--- config.mk ---
export PLATFORM = sky130hd
export DESIGN_NAME = ms_ctrl
export DESIGN_NICKNAME = d
export VERILOG_FILES = /design/src/rtl/ms_pkg.sv /design/src/rtl/ms_idx_gen.sv /design/src/rtl/ms_ctrl.sv
export SDC_FILE = /design/constraint.sdc
export NUM_CORES = 1
export LEC_CHECK = 0
export CORE_MARGIN = 3
export CORE_UTILIZATION = 25
export CTS_CLUSTER_DIAMETER = 100
export DETAILED_ROUTE_END_ITERATION = 10
export GPL_ROUTABILITY_DRIVEN = 0
export PLACE_DENSITY = 0.48
export SLEW_MARGIN = 0
export SYNTH_ARGS = -nofsm -noshare
export SYNTH_HDL_FRONTEND = slang
export SYNTH_SLANG_ARGS = --single-unit
export TNS_END_PERCENT = 10
--- constraint.sdc ---
create_clock -name clk -period 2.2 [get_ports clk]
set_input_delay 0.44 -clock clk [delete_from_list [all_inputs] [get_ports clk]]
set_output_delay 0.44 -clock clk [all_outputs]
set_load 0.02 [all_outputs]
--- src/rtl/ms_pkg.sv ---
// Shared definitions for the ms_ctrl convolution sequencer: FSM states and
// elaboration-time width / block-count helpers.
package ms_pkg;

   typedef enum logic [1:0] {
      S_IDLE  = 2'd0,
      S_FETCH = 2'd1,
      S_RUN   = 2'd2,
      S_DRAIN = 2'd3
   } ms_state_e;

   // ceil(log2(x)), never less than 1 so a 1-entry range still gets a bit
   function automatic int clog2(input int x);
      int r;
      r = 1;
      while ((1 << r) < x) r++;
      return r;
   endfunction

   // bits needed to hold the value x itself (coefficient fields 0..x)
   function automatic int vbits(input int x);
      return clog2(x + 1);
   endfunction

   function automatic int calc_blocks(input int n, input int m);
      return (n + m - 1) / m;
   endfunction

endpackage

--- src/rtl/ms_idx_gen.sv ---
// Modulo-N index register: clear, load or advance by a fixed STEP, with a
// single conditional subtract instead of a divider.
module ms_idx_gen
   import ms_pkg::*;
#(
   parameter int  N    = 7,
   parameter int  STEP = 1,
   localparam int W    = clog2(N)
) (
   input  logic         clk,
   input  logic         rst,
   input  logic         clr,
   input  logic         ld,
   input  logic [W-1:0] ld_val,
   input  logic         adv,
   output logic [W-1:0] idx
);

   localparam logic [W:0] N_X    = (W+1)'(N);
   localparam logic [W:0] STEP_X = (W+1)'(STEP % N);

   logic [W-1:0] idx_q, idx_d;
   logic [W:0]   sum_raw, sum_mod;

   always_comb begin
      sum_raw = {1'b0, idx_q} + STEP_X;
      sum_mod = (sum_raw >= N_X) ? sum_raw - N_X : sum_raw;
      idx_d   = idx_q;
      if (clr)      idx_d = '0;
      else if (ld)  idx_d = ld_val;
      else if (adv) idx_d = sum_mod[W-1:0];
   end

   always_ff @(posedge clk) begin
      if (rst) idx_q <= '0;
      else     idx_q <= idx_d;
   end

   assign idx = idx_q;

endmodule

--- src/rtl/ms_ctrl.sv ---
// Sequencer for a ternary x mod-q polynomial multiply over M parallel AUs.
// Optional MS_CTRL_SKIP_ZERO_EN: skip outer iterations whose r coefficient is 0.
module ms_ctrl
   import ms_pkg::*;
#(
   parameter int  N  = 509,
   parameter int  q  = 2048,
   parameter int  p  = 3,
   parameter int  M  = 1,
   localparam int QW = vbits(q - 1),
   localparam int RW = vbits(p - 1),
   localparam int NW = clog2(N),
   localparam int B  = calc_blocks(N, M),
   localparam int BW = clog2(B)
) (
   input  logic          clk,
   input  logic          rst,
   input  logic          start,
   output logic          busy,
   output logic          done,
   output logic [NW-1:0] r_addr,
   input  logic [RW-1:0] r_data,
   output logic [RW-1:0] r_out,
   output logic [NW-1:0] h_idx,
   output logic [BW-1:0] e_raddr,
   output logic [BW-1:0] e_waddr,
   output logic          e_we,
   output logic [M-1:0]  lane_en
);

   if (B < 2 || p < 2 || QW < 1) begin : g_bad_cfg
      $error("ms_ctrl: unsupported parameter set");
   end

   localparam logic [BW-1:0] K_LAST     = BW'(B - 1);
   localparam logic [BW-1:0] K_PEN      = BW'(B - 2);
   localparam logic [NW-1:0] J_LAST     = NW'(N - 1);
   localparam int            LAST_LANES = N - (B - 1) * M;

   ms_state_e     state_q, state_d;
   logic [BW-1:0] k_q, k_d;
   logic [NW-1:0] r_addr_q, r_addr_d;
   logic [RW-1:0] r_out_q, r_out_d;
   logic          e_we_q, e_we_d;
   logic [BW-1:0] e_waddr_q, e_waddr_d;
   logic [M-1:0]  lane_en_q, lane_en_d, last_mask;
   logic [NW-1:0] j_idx, h_ld_val;
   logic          k_wrap, j_last, j_clr, adv_iter, h_adv;
`ifdef MS_CTRL_SKIP_ZERO_EN
   logic          fph_q, fph_d, r_zero;
`endif

   always_ff @(posedge clk) begin
      if (rst) state_q <= S_IDLE;
      else     state_q <= state_d;
   end

   always_comb begin
      state_d = state_q;
      case (state_q)
         S_IDLE:  if (start) state_d = S_FETCH;
`ifdef MS_CTRL_SKIP_ZERO_EN
         // second FETCH phase sees r_data and decides run / skip
         S_FETCH: if (fph_q) state_d = !r_zero ? S_RUN : (j_last ? S_DRAIN : S_FETCH);
         S_RUN:   if (k_wrap) state_d = j_last ? S_DRAIN : S_FETCH;
`else
         S_FETCH: state_d = S_RUN;
         S_RUN:   if (k_wrap && j_last) state_d = S_DRAIN;
`endif
         S_DRAIN: state_d = S_IDLE;
         default: state_d = S_IDLE;
      endcase
   end

   always_comb begin
      busy = (state_q != S_IDLE);
      done = (state_q == S_DRAIN);
   end

   always_comb begin
      last_mask = '0;
      for (int i = 0; i < M; i++) last_mask[i] = (i < LAST_LANES);
   end

   always_comb begin
      k_wrap   = (state_q == S_RUN) && (k_q == K_LAST);
      j_last   = (j_idx == J_LAST);
      j_clr    = (state_q == S_IDLE) && start;
`ifdef MS_CTRL_SKIP_ZERO_EN
      r_zero   = (r_data == '0);
      adv_iter = (k_wrap || (state_q == S_FETCH && fph_q && r_zero)) && !j_last;
`else
      adv_iter = k_wrap && !j_last;
`endif
      h_adv    = (state_q == S_RUN) && !k_wrap;
      // window base for the next j is (-(j+1)) mod N = N-1-j
      h_ld_val = J_LAST - j_idx;
      k_d      = '0;
      if (state_q == S_RUN && !k_wrap) k_d = k_q + BW'(1);
      r_addr_d = r_addr_q;
      if (j_clr) r_addr_d = '0;
`ifdef MS_CTRL_SKIP_ZERO_EN
      else if (adv_iter) r_addr_d = j_idx + NW'(1);
      fph_d   = (state_q == S_FETCH) && !fph_q;
      r_out_d = (state_q == S_FETCH && fph_q) ? r_data : r_out_q;
`else
      // prefetch next r so it lands exactly on block 0 of the next iteration
      else if (state_q == S_RUN && k_q == K_PEN && !j_last) r_addr_d = j_idx + NW'(1);
      r_out_d = (state_q == S_RUN && k_q == '0) ? r_data : r_out_q;
`endif
      e_we_d    = (state_q == S_RUN);
      e_waddr_d = k_q;
      lane_en_d = '0;
      if (state_q == S_RUN) lane_en_d = (k_q == K_LAST) ? last_mask : '1;
   end

   always_ff @(posedge clk) begin
      if (rst) begin
         k_q       <= '0;
         r_addr_q  <= '0;
         r_out_q   <= '0;
         e_we_q    <= 1'b0;
         e_waddr_q <= '0;
         lane_en_q <= '0;
`ifdef MS_CTRL_SKIP_ZERO_EN
         fph_q     <= 1'b0;
`endif
      end else begin
         k_q       <= k_d;
         r_addr_q  <= r_addr_d;
         r_out_q   <= r_out_d;
         e_we_q    <= e_we_d;
         e_waddr_q <= e_waddr_d;
         lane_en_q <= lane_en_d;
`ifdef MS_CTRL_SKIP_ZERO_EN
         fph_q     <= fph_d;
`endif
      end
   end

   ms_idx_gen #(.N(N), .STEP(1)) u_j_gen (
      .clk(clk), .rst(rst), .clr(j_clr), .ld(1'b0), .ld_val('0),
      .adv(adv_iter), .idx(j_idx)
   );

   ms_idx_gen #(.N(N), .STEP(M)) u_h_gen (
      .clk(clk), .rst(rst), .clr(j_clr), .ld(adv_iter), .ld_val(h_ld_val),
      .adv(h_adv), .idx(h_idx)
   );

   assign r_addr  = r_addr_q;
   assign r_out   = r_out_q;
   assign e_raddr = k_q;
   assign e_waddr = e_waddr_q;
   assign e_we    = e_we_q;
   assign lane_en = lane_en_q;

endmodule

After elaboration in Yosys (flattened, before gate mapping)
Index checks and enable logic that the tools add are counted.
{"block": "classes", "n_mux": 8, "order_cmp": 2, "mul": 0, "n_div": 0, "shifts": 0, "reduce_logical": 17, "addsub": 7, "n_eq_ne": 8, "n_bitwise": 1}
{"operator": "$mux 9", "n": 4}
{"operator": "$eq 9x9->1 const B", "n": 3}
{"operator": "$add 9x1->10 const B", "n": 2}
{"operator": "$ge 10x9->1 const B", "n": 2}
{"operator": "$add 9x1->9 const B", "n": 2}
{"operator": "$sub 9x9->9 const B", "n": 2}
{"operator": "$logic_not 9->1", "n": 1}
{"operator": "$sub 9x9->9 const A", "n": 1}
{"operator": "$logic_and 1x1->1", "n": 8}
{"operator": "$pmux 2 s4", "n": 1}
{"operator": "$eq 2x2->1 const B", "n": 2}
{"operator": "$mux 2", "n": 2}
{"operator": "$reduce_bool 2->1", "n": 2}
{"operator": "$reduce_or 2->1", "n": 2}
{"operator": "$eq 2x1->1 const B", "n": 1}
{"operator": "$logic_not 1->1", "n": 2}
{"operator": "$logic_not 2->1", "n": 1}
{"operator": "$ne 2x1->1 const B", "n": 1}
{"operator": "$ne 2x2->1 const B", "n": 1}
{"operator": "$reduce_and 2->1", "n": 1}
{"operator": "$mux 1", "n": 1}
{"operator": "$not 1->1", "n": 1}
{"block": "word_totals", "input_bits": 5, "latch_bits": 0, "output_inout_bits": 42, "regBits": 51, "mem_bits_ro": 0, "mem_count": 0, "elab_cells": 52, "ram_bits": 0}

Longest topological paths before layout
{"block": "depth", "word_depth": 6, "depth_mapped": 10, "ltp_nobuf": 8}

Hierarchy
A second synthesis with hierarchy kept.
{"block": "unflattened", "cells_unflattened": 412, "area_unflattened_um2": 3507.1}
{"mod": "ms_idx_gen", "n_inst": 2, "cells_per_inst": 116, "seq_area_each_um2": 180.2, "area_per_inst_um2": 933.4}
{"mod": "ms_ctrl", "n_inst": 1, "cells_per_inst": 180, "seq_area_each_um2": 640.6, "area_per_inst_um2": 1640.3}

Worst setup path before layout
No wires, ideal clock.
{"block": "synth_path", "path_kind": "register -> register", "startpoint": "register k_q[5], in the netlist e_raddr[5]", "endpoint": "register u_j_gen.idx_q[2], in the netlist u_j_gen.idx[2]", "setup_time_ns": 0.072, "synth_period_minus_slack_ns": 2.165, "arrival_ns": 2.093, "path_stages_with_launch": 8, "required_ns": 2.128, "path_buffers": 1, "slack_ns": 0.035, "path_cell_list": "dfxtp_1 nand3_2 or3_1 buf_2 or4b_1 a21oi_1 or3_1 mux2i_1"}
{"block": "synth_between", "elab_chain_len": 3}
{"element": "from (decl)", "line_no": "ms_ctrl.sv:41", "text": "logic [BW-1:0] k_q, k_d;"}
{"element": "from (signal assigned)", "line_no": "ms_ctrl.sv:129", "text": "k_q <= k_d;"}
{"element": "$eq 9x9->1"}
{"element": "$logic_and 1x1->1", "line_no": "ms_ctrl.sv:86", "text": "k_wrap = (state_q == S_RUN) && (k_q == K_LAST);"}
{"element": "$logic_and 1x1->1", "line_no": "ms_ctrl.sv:93", "text": "adv_iter = k_wrap && !j_last;"}
{"element": "to (signal assigned)", "line_no": "ms_idx_gen.sv:36", "text": "else idx_q <= idx_d;"}
{"element": "to (decl)", "line_no": "ms_idx_gen.sv:22", "text": "logic [W-1:0] idx_q, idx_d;"}
No other way between the ends.
A chain may end at the register's enable or synchronous reset.

Worst setup path in the final report
{"block": "layout_path", "startpoint": "register k_q[0], in the netlist e_raddr[0]", "endpoint": "register u_j_gen.idx_q[2], in the netlist u_j_gen.idx[2]"}
Same word-level chain as after synthesis.

==> run metrics <==
fillers=1171; Vias=2829; Hold Path End=e_waddr[1]; WS Path Type=reg2reg; clk root buf=clkbuf_16; register area share after synthesis=34.8%; main combinational cell family by area after synthesis=simple AND/OR/NAND/NOR gates; PD cells=610 mW/mm^2; vias per cell=about 4.8; clk_skew=0.00423 ns; run status=completed; commonest non-fill, non-tap cell in the layout=buf_4; Reg-to-Reg Start=e_raddr[0]; CTS tree=yes; worst slew pin tran=0.436 ns; # DRC=0; metal3 WL=just under 300 um; gr usage total=12.8%; worst-path fanout max=6; latest clock arrival within the worst-skew pair=~0.29 ns; CTS buffer count=5; total power=2.53 mW; number of global-route vias before repair=2732; hold_sp=e_raddr[1]; DR pass1 iterations=4; min Tclk post-route=roughly 2.1 ns; adder-cell share of the synthesized area=under 10%; CTS H-Tree Depth=2; synthesized area per cell=~8.3 um^2; Post-CTS Hold Buffers=0; Seq pwr share=39.2%; Critical Path Source=e_raddr[0]; post-synthesis simple-gate area fraction=between 20% and 30%; #FFs+latches synth=50; Tcrit/Tclk final=96.2%; starting density of the core=26.1%; Mapped Nets=366; met1 WL=4.00 mm; clock power share=about a third; worst reg2reg path depth=8; layout cell share with drive strength beyond 1=23.4%; Startpoint Class=flip-flop; Max Clk Rate=473 MHz; 1st-iter DRT viols=180; Post-synth EDFFs=0; Antenna Cells=0; CTS Buffer Depth=2; post-synthesis cell count=348; first-pass GRT wire length=13.6 mm; Hold Vio Cnt, Final=0; main flop type after synthesis=dfxtp_1; chip height=113 um; Slew Limit Fails=0; Site Rows=38; final setup vio count=0; delay of the slowest critical-path stage=0.53 ns; clock sinks=50; CP Capture Type=flip-flop; Worst Hold Class=reg2reg; Final ANT Viol Nets=0; Routed WL=8.31 mm; IO Port Bufs=46; multi-input logic area=0.00181 mm^2; mapped cell area=0.00288 mm^2; nets@finish=between 400 and 500; Async S/R FF share, synth=0%; R2R Setup Slk=0.08 ns; P_sw=0.755 mW; DP HPWL=6.27 mm; VDD IR max=0.530 mV; post-synthesis mux area share=around 2.1%; Die ar.=0.0128 mm^2; WL met2=3.91 mm; worst reg2reg path endpoint=u_j_gen.idx[2]; DP Area=0.00386 mm^2; largest net degree at the start of global routing=18; most frequent cell on the critical path=or3_4; Syn. warnings=0; final design utilization=37.7%; Area growth, synth to finish=44.2%; top layer used by detailed routing=met4; I/O pin total=47; clk slew on worst S/H paths=0.07 ns; Max-slew headroom=70.6%; area fraction in compound gates after synthesis=17.8%; core area=0.0110 mm^2; fin area=between 0.004 and 0.005 mm^2; most frequent cells in the layout=64 x buf_4, 46 x clkdlybuf4s50_1, 44 x dfxtp_1; Yosys cell types=60; Hold Path Stages=2; Power Internal=1.78 mW; CP required=2.41 ns; Max-Cap Viols=0; combinational fraction of design power=25.8%; Net Sw Frac=29.8%; slowest CP cell=or4b_4; FF/Latch Area=just over 0.001 mm^2; Crit path arrival time=2.33 ns; Cell Chain, Critical Path=inv_2, ha_4, nand3_2, or3_4, or4b_4, a21oi_2, or3_4, mux2i_1; Routed wire per std cell=14.2 um; GR Overflow Total=0; Synth Area in XOR/XNOR=roughly 7%; initial antenna violation count=0; die width=113 um; leakage power=1.45 nW
[worst max-delay path, delay by kind of cell, from the launching register on]
family | cells | cell delay, ns
simple gates | 4 | 1.19
flops | 1 | 0.32
mux | 1 | 0.18
fa+ha+maj | 1 | 0.14
compound gates | 1 | 0.12
buf+inv | 1 | 0.08
[metrics by stage]
| step | instances | setup TNS, ns | hold slack (ns) | setup slack, ns |
|---|---|---|---|---|
| 2_1_floorplan | 348 | 0 | 0.512 | 0.0350 |
| 3_3_place_gp | 573 | 0 | 0.457 | 0.0206 |
| 3_5_place_dp | 573 | 0 | 0.456 | 0.0290 |
| 4_1_cts | 581 | 0 | 0.467 | 0.000662 |
| 5_1_grt | 584 | -0.0914 | 0.508 | -0.0470 |
| 6_report | 584 | 0 | 0.480 | 0.0839 |
[worst max-delay path by stage]
stage	slack [ns]	endpoint
after detailed placement	0.03	u_j_gen.idx[5]
after global routing	-0.05	u_j_gen.idx[7]
after global placement	0.02	u_j_gen.idx[7]
after floorplan	0.03	u_j_gen.idx[2]
final	0.08	u_j_gen.idx[2]
after CTS	0.0007	u_j_gen.idx[2]
[sequential cells by signal (all words and copies together), names as in the netlist]
| name | cells |
|---|---|
| e_raddr | 9 |
| e_waddr | 9 |
| e_we | 1 |
| r_addr | 9 |
| r_out | 2 |
| state_q | 2 |
| u_h_gen.idx | 9 |
| u_j_gen.idx | 9 |
[cells by family after synthesis]
family	Yosys count
flip-flops	50
XOR/XNOR	23
buffers and inverters	35
multiplexers	6
adder cells (fa/ha/maj)	13
AO/OA/AOI/OAI	75
AND/OR/NAND/NOR	146
[cells in the mapped netlist (2+ instances only)]
| library cell | instances | area [um^2] |
|---|---|---|
| a211oi_1 | 10 | 75.1 |
| a21o_1 | 4 | 30.0 |
| a21oi_1 | 15 | 75.1 |
| a221oi_1 | 2 | 17.5 |
| a311oi_1 | 2 | 17.5 |
| a31oi_1 | 10 | 62.6 |
| and3b_1 | 2 | 17.5 |
| and4_1 | 5 | 43.8 |
| buf_2 | 8 | 40.0 |
| buf_4 | 4 | 30.0 |
| clkbuf_1 | 8 | 30.0 |
| clkbuf_2 | 2 | 10.0 |
| dfxtp_1 | 50 | 1000 |
| ha_1 | 13 | 163 |
| inv_1 | 13 | 48.8 |
| mux2i_1 | 5 | 50.1 |
| nand2_1 | 26 | 97.6 |
| nand2b_1 | 6 | 37.5 |
| nand3_1 | 19 | 95.1 |
| nand3_2 | 2 | 20.0 |
| nand3b_1 | 3 | 22.5 |
| nand4_1 | 7 | 43.8 |
| nand4b_1 | 3 | 26.3 |
| nor2_1 | 38 | 143 |
| nor2b_1 | 10 | 62.6 |
| nor3_1 | 8 | 40.0 |
| nor4_1 | 2 | 12.5 |
| o211ai_1 | 3 | 22.5 |
| o21a_1 | 3 | 22.5 |
| o21ai_0 | 9 | 45.0 |
| o21ai_2 | 2 | 17.5 |
| o31ai_1 | 2 | 15.0 |
| or3_1 | 4 | 25.0 |
| xnor2_1 | 15 | 131 |
| xor2_1 | 8 | 70.1 |
[timing repair]
action                     CTS  global route
gates resized for setup      0            27
setup endpoints to repair    0            16
buffers inserted             0             3
[routing by layer]
metal,vias to the layer above,track usage [%]
met5,-,0
met4,0,4.17
met3,7,1.93
met2,53,20.5
met1,1340,17.7
li1,1429,-
[layout make-up]
cell class | count | share of cell area (%)
multi-input cells | 263 | 43.7
flip-flops and latches | 50 | 24.3
repair buffers | 110 | 22.7
well taps | 140 | 4.22
clock buffers | 6 | 3.10
inverters | 13 | 1.17
clock inverters | 2 | 0.904
[power by group through the flow]
stage | clock [mW] | combinational, mW | sequential (mW)
after floorplan | 0 | 0.325 | 1.04
after global placement | 0 | 0.606 | 1.01
after detailed placement | 0 | 0.604 | 1.01
after CTS | 0.912 | 0.610 | 0.992
after global routing | 0.933 | 0.711 | 1.00
final | 0.885 | 0.654 | 0.994
No activity file was read; power rests on OpenSTA's default activity.
